[config.mk]
export PLATFORM = sky130hd
export DESIGN_NAME = truth_table_sweeper
export DESIGN_NICKNAME = d
export VERILOG_FILES = /design/src/rtl/truth_table_sweeper.sv
export SDC_FILE = /design/constraint.sdc
export NUM_CORES = 1
export LEC_CHECK = 0
export CAP_MARGIN = 20
export CORE_UTILIZATION = 55
export CTS_BUF_LIST = sky130_fd_sc_hd__clkbuf_4 sky130_fd_sc_hd__clkbuf_8
export DETAILED_ROUTE_END_ITERATION = 8
export DONT_BUFFER_PORTS = 1
export GPL_ROUTABILITY_DRIVEN = 0
export GPL_TIMING_DRIVEN = 0
export PLACE_DENSITY_LB_ADDON = 0.12
export SETUP_SLACK_MARGIN = 0.2
export SLEW_MARGIN = 40
export SYNTH_ARGS = -nofsm -noshare
export SYNTH_HDL_FRONTEND = slang
export SYNTH_SLANG_ARGS = --single-unit
export TNS_END_PERCENT = 20
[constraint.sdc]
create_clock -name clk -period 2.4 [get_ports clk]
set_clock_uncertainty 0.15 [all_clocks]
set_input_delay 0.48 -clock clk [delete_from_list [all_inputs] [get_ports clk]]
set_output_delay 0.48 -clock clk [all_outputs]
set_load 0.05 [all_outputs]
[src/rtl/truth_table_sweeper.sv]
// Sweeps all sixteen ABCD vectors through a 4-input function under test.
// It captures the function's truth table and minterm count, then compares the table against a golden value.
module truth_table_sweeper #(
    parameter int          SETTLE_CYCLES = 2,
    parameter logic [15:0] EXPECTED_TT   = 16'hE8F9
) (
    input  logic        clk,
    input  logic        rst_n,
    input  logic        start,
    input  logic        abort,
    input  logic        F_in,
    output logic        A,
    output logic        B,
    output logic        C,
    output logic        D,
    output logic [15:0] truth_table,
    output logic [4:0]  minterm_count,
    output logic        busy,
    output logic        done,
    output logic        valid,
    output logic        match
);

    localparam int            CW       = (SETTLE_CYCLES > 1) ? $clog2(SETTLE_CYCLES) : 1;
    localparam logic [CW-1:0] CNT_LAST = CW'(SETTLE_CYCLES - 1);

    typedef enum logic [1:0] {
        S_IDLE,
        S_SETTLE,
        S_SAMPLE,
        S_DONE
    } state_t;

    state_t         r_state;
    state_t         w_next;
    logic [3:0]     r_idx;
    logic [CW-1:0]  r_cnt;
    logic [15:0]    r_tt;
    logic [4:0]     r_mc;
    logic           r_valid;
    logic           r_match;

    always_ff @(posedge clk or negedge rst_n) begin
        if (!rst_n) r_state <= S_IDLE;
        else        r_state <= w_next;
    end

    always_comb begin
        w_next = r_state;
        case (r_state)
            S_IDLE:   if (start) w_next = S_SETTLE;
            S_SETTLE: begin
                if (abort)                 w_next = S_IDLE;
                else if (r_cnt == CNT_LAST) w_next = S_SAMPLE;
            end
            S_SAMPLE: begin
                if (abort)              w_next = S_IDLE;
                else if (r_idx == 4'd15) w_next = S_DONE;
                else                    w_next = S_SETTLE;
            end
            S_DONE:   w_next = S_IDLE;
            default:  w_next = S_IDLE;
        endcase
    end

    // An abort drops the pending sample and invalidates the results. The partial table stays visible.
    always_ff @(posedge clk or negedge rst_n) begin
        if (!rst_n) begin
            r_idx   <= 4'd0;
            r_cnt   <= '0;
            r_tt    <= 16'd0;
            r_mc    <= 5'd0;
            r_valid <= 1'b0;
            r_match <= 1'b0;
        end else begin
            case (r_state)
                S_IDLE: begin
                    if (start) begin
                        r_idx   <= 4'd0;
                        r_cnt   <= '0;
                        r_tt    <= 16'd0;
                        r_mc    <= 5'd0;
                        r_valid <= 1'b0;
                        r_match <= 1'b0;
                    end
                end
                S_SETTLE: begin
                    if (abort) begin
                        r_idx   <= 4'd0;
                        r_cnt   <= '0;
                        r_valid <= 1'b0;
                        r_match <= 1'b0;
                    end else if (r_cnt != CNT_LAST) begin
                        r_cnt <= r_cnt + CW'(1);
                    end
                end
                S_SAMPLE: begin
                    if (abort) begin
                        r_idx   <= 4'd0;
                        r_cnt   <= '0;
                        r_valid <= 1'b0;
                        r_match <= 1'b0;
                    end else begin
                        r_tt[r_idx] <= F_in;
                        r_mc        <= r_mc + {4'd0, F_in};
                        if (r_idx != 4'd15) begin
                            r_idx <= r_idx + 4'd1;
                            r_cnt <= '0;
                        end
                    end
                end
                S_DONE: begin
                    r_valid <= 1'b1;
                    r_match <= (r_tt == EXPECTED_TT);
                    r_idx   <= 4'd0;
                end
                default: ;
            endcase
        end
    end

    assign {A, B, C, D}  = r_idx;
    assign truth_table   = r_tt;
    assign minterm_count = r_mc;
    assign busy          = (r_state != S_IDLE);
    assign done          = (r_state == S_DONE);
    assign valid         = r_valid;
    assign match         = r_match & r_valid;

endmodule
Yosys cells after proc, flatten, opt, wreduce, memory -nomap -nowiden
Index checks and enable logic that the tools add are counted.
Widths: inputs -> output; s select.
{ "totals": {"elab_cells": 65, "ff_bits": 30, "inputBits": 5} }
{ "op_classes": {"eq_ne": 12, "n_addsub": 3, "n_lt_le_gt_ge": 2, "reduce_logical": 11, "bitwise": 1, "mux": 29} }
{ "op_table": {"columns": ["cell", "count"], "rows": [
  ["$mux 16", 2],
  ["$pmux 16 s2", 1],
  ["$bwmux 16", 1],
  ["$eq 16x16->1 const B", 1],
  ["$mux 4", 4],
  ["$pmux 4 s4", 1],
  ["$mux 2", 5],
  ["$mux 5", 2],
  ["$pmux 5 s2", 1],
  ["$pmux 1 s3", 3],
  ["$reduce_and 3->1", 3],
  ["$pmux 2 s4", 1],
  ["$mux 1", 7],
  ["$ne 2x2->1 const B", 3],
  ["$ne 3x3->1 const B", 2],
  ["$add 5x1->5", 1],
  ["$lt 4x5->1 const B", 1],
  ["$add 4x1->4 const B", 1],
  ["$demux 1 s4", 1],
  ["$eq 2x2->1 const B", 2],
  ["$eq 4x4->1 const B", 1],
  ["$ge 4x1->1 const B", 1],
  ["$ne 4x4->1 const B", 1],
  ["$reduce_and 2->1", 2],
  ["9 further kinds", 10]
]} }

Depth between registers and ports, before layout
{ "depth": {"word_depth": 7, "mapped_depth": 8, "mapped_depth_nobuf": 5} }

Least setup slack after synthesis
Ideal clock, no wire load.
{ "synth_timing": {"kind": "reg2reg", "start": "reg r_tt[9] (netlist: truth_table[9])", "end": "reg r_match", "n_path_buf": 0, "setup_ns": 0.095, "slack_ns": 0.475, "arrival_time_ns": 1.679, "stages_incl_launch_ff": 4, "synth_period_minus_slack_ns": 1.925, "cell_sequence": "dfrtp_1 -> or4b_1 -> or4_1 -> o31ai_1"} }
{ "synth_between": {"elab_chain_cells": 2} }
{ "synth_rtl": {"columns": ["element", "line_no", "rtl"], "rows": [
  ["start, declared", "38", "logic [15:0] r_tt;"],
  ["start signal, assigned by index", "104", "r_tt[r_idx] <= F_in;"],
  ["$eq 16x16->1", "114", "r_match <= (r_tt == EXPECTED_TT);"],
  ["$pmux 1 s3", "76", "case (r_state)"],
  ["end signal, assigned", "114", null],
  ["end, declared", "41", "logic r_match;"]
]} }
No other way between the ends.
A chain may end at the register's enable or synchronous reset.

Worst setup path after layout
{ "layout_timing": {"start": "reg r_valid (netlist: valid)", "end": "out match"} }
{ "layout_between": {"elab_chain_cells": 1} }
{ "layout_rtl": {"columns": ["element", "line_no", "rtl"], "rows": [
  ["start, declared", "40", "logic r_valid;"],
  ["start signal, assigned", "73", "r_valid <= 1'b0;"],
  ["start signal, assigned", "83", "r_valid <= 1'b0;"],
  ["start signal, assigned", "91", "r_valid <= 1'b0;"],
  ["$and 1x1->1", "128", "assign match = r_match & r_valid;"],
  ["end, declared", "21", "output logic match"]
]} }
No other way between the ends.

==> impl_metrics.tcl <==
set metrics [dict create \
    critical-path-top-delay-family "flip-flops" \
    required_ns 1.77 \
    grt_pass1_vias 1684 \
    worst_r2r_path_depth 7 \
    synth-xor-area-share_pct 0 \
    hold_slack_ns 0.235 \
    drt_iter0_drc 137 \
    core-area_um2 3340 \
    setup_viol 0 \
    yosys_warnings 0 \
    die_area_um2 3700 \
    antenna_cells 0 \
    min_period_ns 2.16 \
    maxSlewHeadroom_pct 56.3 \
    drc 0 \
    ys_async_sr_fraction_pct 100 \
    synth_cell_types 39 \
    yosys.area.top_type_share_pct 39.4 \
    period_share_pct 89.8 \
    ant_nets 0 \
    worstSetupPathType "register to output port" \
    synth_edf_count 0 \
    rows 21 \
    r2r_setup_slack_ns 0.28 \
    hpwl_mm 3.47 \
    final_cell_mix "dfrtp_1, nand2_1, nand3_1, o211ai_1, o31ai_1" \
    h-tree-depth 2 \
    ctsLongestPathBuffers 2 \
    r2r-end "truth_table[2]$_DFFE_PN0P_" \
    ys_ff_latch 30 \
    synth_top_family_by_area "compound AO/OA/AOI/OAI gates" \
    ir_drop_v 0.000372 \
    initial_core_util_pct 57.1 \
    slowest_stage "dfrtp_1" \
    vias 1691 \
    worst_setup_path_start_kind "register" \
    nFillCells 303 \
    io_pins 34 \
    setup_tns_ns 0 \
    synthMuxAreaShare_pct 6.44 \
    crit_path_max_incr_delay_ns 0.67 \
    leakagePower_uw 0.000923 \
    hold_class "input pin to register" \
    post_cts_buffers 0 \
    cts_sinks 30 \
    layout.nets 228 \
    synth-simple-area-share_pct 21.0 \
    place_ws_ns 0.0916 \
    crit_cells 1 \
    die_y_um 60.8 \
    netlist_instances 203 \
    routed_wl_mm 4.92 \
    power_density_nw_per_um2 767 \
    layout_setup_ws_ns 0.244 \
    crit_buf_inv 0 \
    postLayoutCoreUtil_pct 62.3 \
    grt_pass1_wl_mm 7.80 \
    crit_chain "and2_1" \
    io_buffers 0 \
    drive_above_1_share_pct 8.45 \
    syn_avg_cell_area_um2 9.38 \
    hold_violations 0 \
    rsz0062_at_grt "true" \
    fmax_ghz 0.464 \
    slew_violations 0 \
    die_w_um 60.8 \
    synth_area_leaders "dfrtp_1, ha_1, mux2i_1" \
    antenna_found_initial 0 \
    synth_fp_nets 219 \
    ys_seq_area_share_pct 39.4 \
    vias_per_cell 6.53 \
    synth_area_um2 1900 \
    crit_path_end "match" \
    wl_per_cell_um 19.0 \
    clkLatencyLatePin_ns 0.34 \
    cts_tree "yes" \
    rr_startpoint "r_state[0]$_DFFE_PN0P_" \
    run_status "finished, final reports clean" \
    synth_top_area_cell "dfrtp_1" \
    clock-root-buffer "clkbuf_4" \
    arrival_ns 1.53 \
    path_max_fanout 3 \
    synth-compound-area-share_pct 21.1 \
    endpoint_kind "output port" \
    worstSetupStartpoint "valid$_DFFE_PN0P_" \
    grt.overflow.total 0 \
    grt_util_all_layers_pct 29.4 \
    area_delta_synth_final_pct 9.13 \
    final_common_cell "dfrtp_1" \
    max_cap_violations 0 \
    numCtsBuffers 5 \
    worst_pin_slew_ns 0.656 \
    first_pass_iters 4 \
    grt_start_max_net_pins 31 \
    synth_fa_ha_area_share_pct 7.23 \
    clk_pin_slew_ns 0.10 \
    synth-main-ff-cell "dfrtp_1" \
]
final cells by class:
type	count	area, µm²	area share (%)
clock inverters	3	40.0	1.93
well taps	46	57.6	2.77
clock buffers	5	37.5	1.81
plain buffers	17	73.8	3.55
repair buffers	2	30.0	1.44
flip-flops and latches	30	751	36.1
inverters	7	26.3	1.26
multi-input cells	149	1060	51.1
cells in the mapped netlist (4+ instances only):
cell type	n
o21ai_1	4
nand3_1	13
nand2_1	21
clkbuf_1	14
ha_1	11
mux2i_1	10
o31ai_1	12
nor2b_1	8
inv_1	7
dfrtp_1	30
o211ai_1	13
o2111ai_1	5
nand4_1	6
a21o_1	11
state kept, by name, summed over array words and instances (netlist names):
signal / flops
r_state: 2
r_idx: 4
truth_table: 16
r_match: 1
minterm_count: 5
r_cnt: 1
valid: 1
metrics by stage:
step / cells / cell area, µm² / total power [µW]
detailed placement: 249 / 1960 / 1160
floorplan: 203 / 1900 / 1030
CTS: 259 / 2070 / 1590
global placement: 249 / 1960 / 1140
finish: 259 / 2080 / 1590
global route: 259 / 2080 / 1670
power by group:
| group | total (µW) | internal [µW] | leakage (µW) | switching (µW) |
|---|---|---|---|---|
| clock network | 408 | 216 | 0.0000450 | 192 |
| logic | 559 | 158 | 0.000462 | 401 |
| registers | 627 | 537 | 0.000415 | 89.5 |
| total | 1590 | 911 | 0.000923 | 682 |
worst min path at each step:
| stage | from | endpoint | slack [ns] | cells past startpoint |
|---|---|---|---|---|
| after floorplan | rst_n | minterm_count[0]$_DFFE_PN0P_ | 0.03 | 0 |
| after global placement | rst_n | r_match$_DFFE_PN0P_ | 0.04 | 0 |
| after detailed placement | rst_n | truth_table[3]$_DFFE_PN0P_ | 0.04 | 0 |
| after CTS | F_in | truth_table[12]$_DFFE_PN0P_ | 0.23 | 2 |
| after global routing | F_in | truth_table[0]$_DFFE_PN0P_ | 0.25 | 2 |
| final | F_in | truth_table[0]$_DFFE_PN0P_ | 0.24 | 2 |
metal layers:
| layer | vias to the layer above | track usage, % | share of wire, % |
|---|---|---|---|
| li1 | 769 | - | - |
| met1 | 822 | 34.5 | 39 |
| met2 | 87 | 50.7 | 51 |
| met3 | 13 | 6.61 | 7.8 |
| met4 | 0 | 14.0 | 2.3 |
| met5 | - | 0 | 0 |
logic make-up after synthesis:
group | after synthesis
simple gates | 72
compound gates | 54
flops | 30
mux | 12
fa+ha+maj | 11
buf+inv | 24
what timing repair did:
item / in CTS / in global routing
endpoints found under the hold margin: 30 / 0
pin swaps: 0 / 0
setup endpoints to repair: 17 / 20
hold buffers: 2 / 0
gates resized for setup: 4 / 6
Power figures use the tool's default switching activity.
